<file path="src/rtl/seg7_pkg.sv">
// ============================================================================
//  Module      : seg7_pkg
//  Description : Shared types and logical segment patterns for the 4-digit
//                multiplexed 7-segment scan controller.
//  Revision    : 1.0 - initial release
// ============================================================================
`default_nettype none

package seg7_pkg;

    localparam int NUM_DIGITS = 4;

    typedef enum logic [0:0] {
        BLANK = 1'b0,
        DRIVE = 1'b1
    } state_t;

    // Logical (active-high) patterns, segment a in bit 0 through g in bit 6
    localparam logic [6:0] SEG_0    = 7'h3F;
    localparam logic [6:0] SEG_1    = 7'h06;
    localparam logic [6:0] SEG_2    = 7'h5B;
    localparam logic [6:0] SEG_3    = 7'h4F;
    localparam logic [6:0] SEG_4    = 7'h66;
    localparam logic [6:0] SEG_5    = 7'h6D;
    localparam logic [6:0] SEG_6    = 7'h7D;
    localparam logic [6:0] SEG_7    = 7'h07;
    localparam logic [6:0] SEG_8    = 7'h7F;
    localparam logic [6:0] SEG_9    = 7'h6F;
    localparam logic [6:0] SEG_DASH = 7'h40;
    localparam logic [6:0] SEG_OFF  = 7'h00;

endpackage

`default_nettype wire

</file>
<file path="src/rtl/seg7_digit_rom.sv">
// ============================================================================
//  Module      : seg7_digit_rom
//  Description : Combinational BCD nibble to logical 7-segment pattern;
//                non-BCD codes render as a dash.
//  Revision    : 1.0 - initial release
// ============================================================================
`default_nettype none

module seg7_digit_rom
    import seg7_pkg::*;
(
    input  logic [3:0] i_nibble,
    output logic [6:0] o_pattern
);

    always_comb begin
        o_pattern = SEG_DASH;
        case (i_nibble)
            4'd0:    o_pattern = SEG_0;
            4'd1:    o_pattern = SEG_1;
            4'd2:    o_pattern = SEG_2;
            4'd3:    o_pattern = SEG_3;
            4'd4:    o_pattern = SEG_4;
            4'd5:    o_pattern = SEG_5;
            4'd6:    o_pattern = SEG_6;
            4'd7:    o_pattern = SEG_7;
            4'd8:    o_pattern = SEG_8;
            4'd9:    o_pattern = SEG_9;
            default: o_pattern = SEG_DASH;
        endcase
    end

endmodule

`default_nettype wire

</file>
<file path="src/rtl/seg7_scan_controller.sv">
// ============================================================================
//  Module      : seg7_scan_controller
//  Description : Scans four BCD digits onto a shared 7-segment display with
//                inter-digit blanking, frame-aligned updates and LZ blanking.
//  Revision    : 1.0 - initial release
// ============================================================================
`default_nettype none

module seg7_scan_controller
    import seg7_pkg::*;
#(
    parameter int SLOT_CYCLES  = 100000,
    parameter int BLANK_CYCLES = 1000,
    parameter bit ACTIVE_LOW   = 1'b1
) (
    input  logic                  clk,
    input  logic                  reset,
    input  logic                  enable,
    input  logic [15:0]           value,
    input  logic                  load,
    input  logic [NUM_DIGITS-1:0] dp_in,
    input  logic                  lz_en,
    output logic [NUM_DIGITS-1:0] an,
    output logic [6:0]            seg,
    output logic                  dp,
    output logic                  frame_done
);

    localparam int CW          = $clog2(SLOT_CYCLES);
    localparam int C_BLANK_END = (BLANK_CYCLES > 0) ? BLANK_CYCLES - 1 : 0;

    localparam logic [CW-1:0]         c_slot_last  = CW'(SLOT_CYCLES - 1);
    localparam logic [CW-1:0]         c_blank_last = CW'(C_BLANK_END);
    localparam logic                  c_pol        = ACTIVE_LOW;
    localparam logic [NUM_DIGITS-1:0] c_an_off     = {NUM_DIGITS{c_pol}};
    localparam logic [6:0]            c_seg_off    = {7{c_pol}};

    logic [CW-1:0]         r_cnt;
    logic [1:0]            r_idx;
    state_t                r_state;
    logic [15:0]           r_stage_val;
    logic [NUM_DIGITS-1:0] r_stage_dp;
    logic                  r_pend;
    logic [15:0]           r_shadow_val;
    logic [NUM_DIGITS-1:0] r_shadow_dp;

    logic                  w_last;
    logic                  w_boundary;
    logic [3:0]            w_nibble;
    logic [15:0]           w_upper;
    logic                  w_suppress;
    logic [6:0]            w_pattern;
    logic [NUM_DIGITS-1:0] w_onehot;

    assign w_last     = (r_cnt == c_slot_last);
    assign w_boundary = w_last && (r_idx == 2'd3);
    assign w_nibble   = r_shadow_val[{r_idx, 2'b00} +: 4];
    // Shifting the current digit down to bit 0 leaves zero only when it and
    // every more significant digit are zero.
    assign w_upper    = r_shadow_val >> {r_idx, 2'b00};
    assign w_suppress = lz_en && (r_idx != 2'd0) && (w_upper == 16'h0000)
                        && !r_shadow_dp[r_idx];
    assign w_onehot   = NUM_DIGITS'(1) << r_idx;

    seg7_digit_rom u_rom (
        .i_nibble  (w_nibble),
        .o_pattern (w_pattern)
    );

    always_ff @(posedge clk) begin
        if (reset) begin
            r_cnt      <= '0;
            r_idx      <= '0;
            r_state    <= BLANK;
            an         <= c_an_off;
            seg        <= c_seg_off;
            dp         <= c_pol;
            frame_done <= 1'b0;
        end else if (!enable) begin
            r_state    <= BLANK;
            an         <= c_an_off;
            seg        <= c_seg_off;
            dp         <= c_pol;
            frame_done <= 1'b0;
        end else begin
            frame_done <= w_boundary;
            if (w_last) begin
                r_cnt   <= '0;
                r_idx   <= r_idx + 2'd1;
                r_state <= BLANK;
            end else begin
                r_cnt <= r_cnt + CW'(1);
                // ">=" lets a slot resumed after a pause leave BLANK promptly
                if (r_state == BLANK && r_cnt >= c_blank_last) begin
                    r_state <= DRIVE;
                end
            end
            if (r_state == DRIVE) begin
                an  <= w_onehot ^ c_an_off;
                seg <= (w_suppress ? SEG_OFF : w_pattern) ^ c_seg_off;
                dp  <= (!w_suppress && r_shadow_dp[r_idx]) ^ c_pol;
            end else begin
                an  <= c_an_off;
                seg <= c_seg_off;
                dp  <= c_pol;
            end
        end
    end

    always_ff @(posedge clk) begin
        if (reset) begin
            r_stage_val  <= '0;
            r_stage_dp   <= '0;
            r_pend       <= 1'b0;
            r_shadow_val <= '0;
            r_shadow_dp  <= '0;
        end else begin
            if (enable && w_boundary) begin
                if (r_pend) begin
                    r_shadow_val <= r_stage_val;
                    r_shadow_dp  <= r_stage_dp;
                end
                r_pend <= 1'b0;
            end
            // A load on the boundary cycle is held over to the next frame
            if (load) begin
                r_stage_val <= value;
                r_stage_dp  <= dp_in;
                r_pend      <= 1'b1;
            end
        end
    end

endmodule

`default_nettype wire

</file>
<file path="config.mk">
export PLATFORM = sky130hd
export DESIGN_NAME = seg7_scan_controller
export DESIGN_NICKNAME = d
export VERILOG_FILES = /design/src/rtl/seg7_pkg.sv /design/src/rtl/seg7_digit_rom.sv /design/src/rtl/seg7_scan_controller.sv
export SDC_FILE = /design/constraint.sdc
export NUM_CORES = 1
export LEC_CHECK = 0
export CAP_MARGIN = 20
export CORE_ASPECT_RATIO = 1.75
export CORE_UTILIZATION = 32
export DETAILED_ROUTE_END_ITERATION = 8
export PLACE_DENSITY = 0.55
export REMOVE_ABC_BUFFERS = 1
export SYNTH_ARGS = -nofsm -noshare
export SYNTH_HDL_FRONTEND = slang
export SYNTH_SLANG_ARGS = --single-unit
</file>
<file path="constraint.sdc">
create_clock -name clk -period 3.3 [get_ports clk]
set_clock_uncertainty 0.2 [all_clocks]
set_input_delay 0.495 -clock clk [delete_from_list [all_inputs] [get_ports clk]]
set_output_delay 0.495 -clock clk [all_outputs]
set_load 0.03 [all_outputs]
</file>
==> results.json, run 1 <==
{
  "final_nets": 408,
  "wirelength_mm": 6.43,
  "reg2reg_slack_ps": 460,
  "synthesis.area_per_instance_um2": 10.1,
  "critPathLaunchType": "flip-flop",
  "synth_top_area_share_pct": 43.6,
  "coreArea_um2": 10300,
  "status": "finished, final reports clean",
  "cp_max_fo": 7,
  "fillers": 1035,
  "synthFlopType": "dfxtp_1",
  "routabilityCongestion": 0.829,
  "r2r-start": "r_idx[0]",
  "netlist_instances": 338,
  "p_total_mw": 1.95,
  "hpwlAfterDp_mm": 4.53,
  "holdPathEnd": "r_stage_val[9]",
  "worstPathArrival_ps": 2920,
  "setup_viol": 0,
  "grt_max_degree": 41,
  "timing.fmax_mhz": 352,
  "path_class": "flip-flop to flip-flop",
  "hold_depth": 2,
  "layout.cells.non_filler": 504,
  "synth_edf_count": 0,
  "yosys_warnings": 0,
  "pre_cts_slack_ps": 503,
  "clock_path_buffers": 2,
  "drv_cap": 0,
  "critPathRequiredTime_ps": 3380,
  "port_buffers": 37,
  "drc": 0,
  "cts_tree": "yes",
  "via_count": 2422,
  "multi_input_comb_area_um2": 1770,
  "yosysTopAreaCell": "dfxtp_1",
  "diodes": 0,
  "finalSetupTns_ps": 0,
  "rr_worst_depth": 7,
  "insertion_delay_ps": 340,
  "grt_usage_pct": 12.9,
  "hold_viol": 0,
  "final_area_um2": 4130,
  "p_per_area_nw_per_um2": 472,
  "ant_nets": 0,
  "grt_pass1_vias": 2391,
  "hp-start": "r_stage_val[9]",
  "cts.sink_count": 74,
  "path_clk_slew_ps": 60,
  "finalCriticalPeriod_ps": 2840,
  "cp-end-kind": "flip-flop",
  "postCtsHoldBufs": 0,
  "cts_setup_buffers": 0,
  "reg2reg_to": "seg[4]",
  "synth.distinct_cells": 44,
  "die_h_um": 138,
  "register_area_um2": 1480,
  "die_area_um2": 11000,
  "fp.dieW_um": 79.9,
  "viasPerCell": 4.81,
  "synthTopCellsByCount": "74 x dfxtp_1, 42 x mux2i_1, 40 x or2b_1",
  "rows": 49,
  "detail_route.wl_per_cell_um": 12.8,
  "layout-drive-gt1-share_pct": 8.22,
  "place_inst": 489,
  "power_leakage_nw": 1.47,
  "grt_overflow": 0,
  "cts-htree-levels": 3,
  "drtIter0Drc": 116,
  "rsz0062_at_grt": "no",
  "async_flop_share_pct": 0,
  "start_util_pct": 33.0,
  "synth_seq_cells": 74,
  "worst_slack_ps": 461,
  "area_growth_pct": 21.6,
  "ys_seq_area_share_pct": 43.6,
  "grt_pass1_wl_mm": 11.1,
  "antenna_found_initial": 0,
  "fin_crit_sh_pct": 86.0,
  "root_buffer": "clkbuf_16",
  "worstMarginPinSlew_ps": 450,
  "maxSlewHeadroom_pct": 70.0,
  "netlist_area_um2": 3400,
  "drt_first_pass_iters": 4,
  "cts_resized": 0,
  "max-vdd-ir-drop_v": 0.000282,
  "yosysMostFrequentCell": "dfxtp_1",
  "ios": 38,
  "cts_made_buffers": 9,
  "placed_area_um2": 3850,
  "hold_path.class": "flip-flop to flip-flop",
  "synthTopCellsByArea": "dfxtp_1 44%, mux2i_1 12%, or2b_1 8.8%",
  "maxSlewViolCount": 0
}
==> kinds of logic after synthesis <==
family                     Yosys count  synth area share [%]
AOI/OAI and AO/OA                   32                  6.34
xor gates and xnor gates            12                  3.09
adders and majority gates           10                  3.68
buffers and inverters               26                  4.16
DFF                                 74                  43.6
muxes                               47                  15.7
and+or+nand+nor                    137                  23.4
==> registers in the layout, indices dropped and copies added (netlist names) <==
register / flops
r_state: 1
an: 4
r_cnt: 17
r_stage_val: 16
frame_done: 1
r_shadow_dp: 4
r_pend: 1
seg: 7
r_shadow_val: 16
r_stage_dp: 4
dp: 1
r_idx: 2
==> worst max-delay path, stage by stage (launching register included) <==
cell and delay [ps]:
dfxtp_1 440, mux4_2 590, inv_1 130, ha_1 170
or4bb_1 490, a2111oi_1 290, o2bb2ai_1 230, a21bo_2 240
==> layout make-up <==
type | instances | area share (%)
Timing Repair Buffer | 42 | 9.75
Sequential cell | 74 | 35.9
Tap cell | 127 | 3.85
Inverter | 8 | 0.727
Clock buffer | 9 | 5.45
Multi-Input combinational cell | 238 | 42.9
Clock inverter | 6 | 1.42
==> cell usage in the layout, fill, tap and decap left out, types with 9 or more instances in the layout <==
| cell | n |
|---|---|
| a21oi_1 | 10 |
| clkbuf_16 | 9 |
| clkdlybuf4s50_1 | 36 |
| dfxtp_1 | 74 |
| ha_1 | 10 |
| mux2i_1 | 42 |
| nand2_1 | 15 |
| nor2_1 | 36 |
| nor4_1 | 10 |
| or2b_1 | 40 |
==> per-layer routing <==
metal	global-route usage (%)	up-vias	part of all wire, %
met1	15.0	1126	45
met2	21.2	45	50
li1	-	1241	-
met4	6.67	0	2.0
met3	3.43	10	3.6
met5	0	-	0
==> stage by stage <==
stage	hold slack [ps]	util, %
after floorplan	251	-
after global placement	267	37.4
after detailed placement	276	37.4
after CTS	287	40.1
after global routing	299	40.1
final	283	40.1
==> where the power goes <==
group	internal (mW)	switching, mW	total [mW]	leakage (nW)
Combinational	0.0531	0.0413	0.0944	0.728
Sequential	0.912	0.00947	0.921	0.601
Clock	0.576	0.358	0.933	0.145
==> how the worst max path moves through the flow <==
stage	start	end	cells past startpoint
3_5_place_dp	r_idx[0]	seg[4]	7
5_1_grt	r_idx[0]	seg[4]	7
2_1_floorplan	r_idx[0]	seg[4]	7
4_1_cts	r_idx[0]	seg[4]	7
6_report	r_idx[0]	seg[4]	7
3_3_place_gp	r_idx[0]	seg[4]	7
Note: power is estimated with default switching activity, not from simulation.
==> run 2, diff against run 1 <==
--- a/config.mk
+++ b/config.mk
@@ -8,7 +8,9 @@
 export CAP_MARGIN = 20
 export CORE_ASPECT_RATIO = 1.75
 export CORE_UTILIZATION = 32
+export CTS_BUF_LIST = sky130_fd_sc_hd__clkbuf_8
 export DETAILED_ROUTE_END_ITERATION = 8
+export GPL_ROUTABILITY_DRIVEN = 0
 export PLACE_DENSITY = 0.55
 export REMOVE_ABC_BUFFERS = 1
 export SYNTH_ARGS = -nofsm -noshare
==> constraint.sdc (replaced) <==
create_clock -name clk -period 3.2 [get_ports clk]
set_clock_uncertainty 0.2 [all_clocks]
set_input_delay 0.48 -clock clk [delete_from_list [all_inputs] [get_ports clk]]
set_output_delay 0.48 -clock clk [all_outputs]
set_load 0.03 [all_outputs]
==> run 2 against run 1 <==
Sequential share of layout area is 1.0 points higher. Critical path depth stayed put. Total power is 14% lower. Critical path type unchanged. First-iteration DRC count is 1.7% lower. Sequential power is 3.0% higher. Largest power group is now sequential cells.
==> results.json, run 2 (synthesized netlist as in run 1, its figures left out) <==
{
  "status": "finished, final reports clean",
  "critPathRequiredTime_ps": 3300,
  "ant_nets": 0,
  "p_total_mw": 1.68,
  "path_class": "flip-flop to flip-flop",
  "p_comb_share_pct": 5.8,
  "die_h_um": 138,
  "insertion_delay_ps": 350,
  "ios": 38,
  "start_util_pct": 33.0,
  "hold_path.class": "flip-flop to flip-flop",
  "setup_viol": 0,
  "grt_max_degree": 41,
  "critPathLaunchType": "flip-flop",
  "cts.sink_count": 74,
  "cts_tree": "yes",
  "cp_top_family": "compound AO/OA/AOI/OAI gates",
  "final_cell_mix": "74 x dfxtp_1, 42 x mux2i_1, 40 x or2b_1",
  "worstPathArrival_ps": 2880,
  "largest_registers": "r_cnt (17), r_shadow_val (16), r_stage_val (16)",
  "hold_viol": 0,
  "power_frac_seq_pct": 56.3,
  "viasPerCell": 4.75,
  "layout-drive-gt1-share_pct": 7.69,
  "cts_setup_buffers": 0,
  "cts-htree-levels": 3,
  "crit_chain": "mux4_2 > inv_1 > ha_1 > or4bb_1 > a2111oi_1 > o2bb2ai_1 > a21bo_2",
  "largest_register_ffs": 17,
  "switchingPower_mw": 0.378,
  "max_stage_delay_ps": 580,
  "clock_path_buffers": 2,
  "layout_commonest_cell": "dfxtp_1",
  "multi_input_comb_area_um2": 1770,
  "worst_slack_ps": 425,
  "critPathBufInv": 1,
  "finalSetupTns_ps": 0,
  "grt_pass1_wl_mm": 11.0,
  "timing.fmax_mhz": 360,
  "p_sw_share_pct": 22.4,
  "cts_resized": 0,
  "grt_overflow": 0,
  "clkPwrFrac_pct": 37.9,
  "rsz0062_at_grt": "no",
  "place_inst": 489,
  "layout.cells.non_filler": 504,
  "worst-path-stages": 7,
  "fin_crit_sh_pct": 86.7,
  "postCtsHoldBufs": 0,
  "cts_made_buffers": 9,
  "drtIter0Drc": 114,
  "coreArea_um2": 10300,
  "finalCriticalPeriod_ps": 2770,
  "final_area_um2": 4020,
  "root_buffer": "clkbuf_8",
  "fp.dieW_um": 79.9,
  "port_buffers": 37,
  "grt_pass1_vias": 2393,
  "drc": 0,
  "grt_usage_pct": 12.9,
  "final_nets": 408,
  "utilization_pct": 39.0,
  "hpwlAfterDp_mm": 4.57,
  "fillers": 1027,
  "rows": 49,
  "maxSlewViolCount": 0,
  "wirelength_mm": 6.46,
  "pre_cts_slack_ps": 452,
  "cp_max_fo": 7,
  "fin_hold_ws_ps": 285,
  "drt_first_pass_iters": 4,
  "drv_cap": 0,
  "via_count": 2394,
  "register_area_um2": 1480,
  "cp-end-kind": "flip-flop",
  "worstMarginPinSlew_ps": 510,
  "slowest_stage": "mux4_2",
  "area_growth_pct": 18.3,
  "power_leakage_nw": 1.42,
  "p_per_area_nw_per_um2": 419,
  "antenna_found_initial": 0,
  "placed_area_um2": 3850,
  "maxSlewHeadroom_pct": 65.7,
  "diodes": 0,
  "rr_worst_depth": 7,
  "max-vdd-ir-drop_v": 0.000217,
  "detail_route.wl_per_cell_um": 12.8,
  "regMostFlops": "r_cnt",
  "path_clk_slew_ps": 80,
  "p_int_mw": 1.31,
  "hold_depth": 2,
  "die_area_um2": 11000
}
-- run 2: worst paths after layout --
check | from | endpoint | slack (ps)
max | r_idx[0] | seg[4] | 430
min | r_stage_dp[2] | r_stage_dp[2] | 290
max reg2reg | r_idx[0] | seg[4] | 430
min reg2reg | r_stage_dp[2] | r_stage_dp[2] | 290
-- run 2: final cells by class --
| cell class | instances | share of cell area (%) |
|---|---|---|
| flip-flops and latches | 74 | 36.9 |
| repair buffers | 42 | 10.0 |
| inverters | 8 | 0.747 |
| clock buffers | 11 | 3.77 |
| well taps | 127 | 3.95 |
| multi-input cells | 238 | 44.1 |
| clock inverters | 4 | 0.498 |
-- run 2: tightest hold or removal path: stages (launching register included) --
cell and delay (ps):
dfxtp_1 320, mux2i_1 60, nor2_1 70
-- run 2: power groups by stage --
stage / combinational [mW] / clock, mW / sequential, mW
after floorplan: 0.0434 / 0 / 0.967
after global placement: 0.0975 / 0 / 0.970
after detailed placement: 0.0989 / 0 / 0.970
after CTS: 0.0993 / 0.668 / 0.949
after global routing: 0.109 / 0.708 / 0.951
final: 0.0980 / 0.638 / 0.949
-- run 2: metal layers --
layer	up-vias	routed length, um	GRT usage (%)
met4	0	134	6.48
met1	1098	2910	14.9
met3	13	224	3.56
met2	48	3190	21.4
li1	1235	-	-
met5	-	0	0
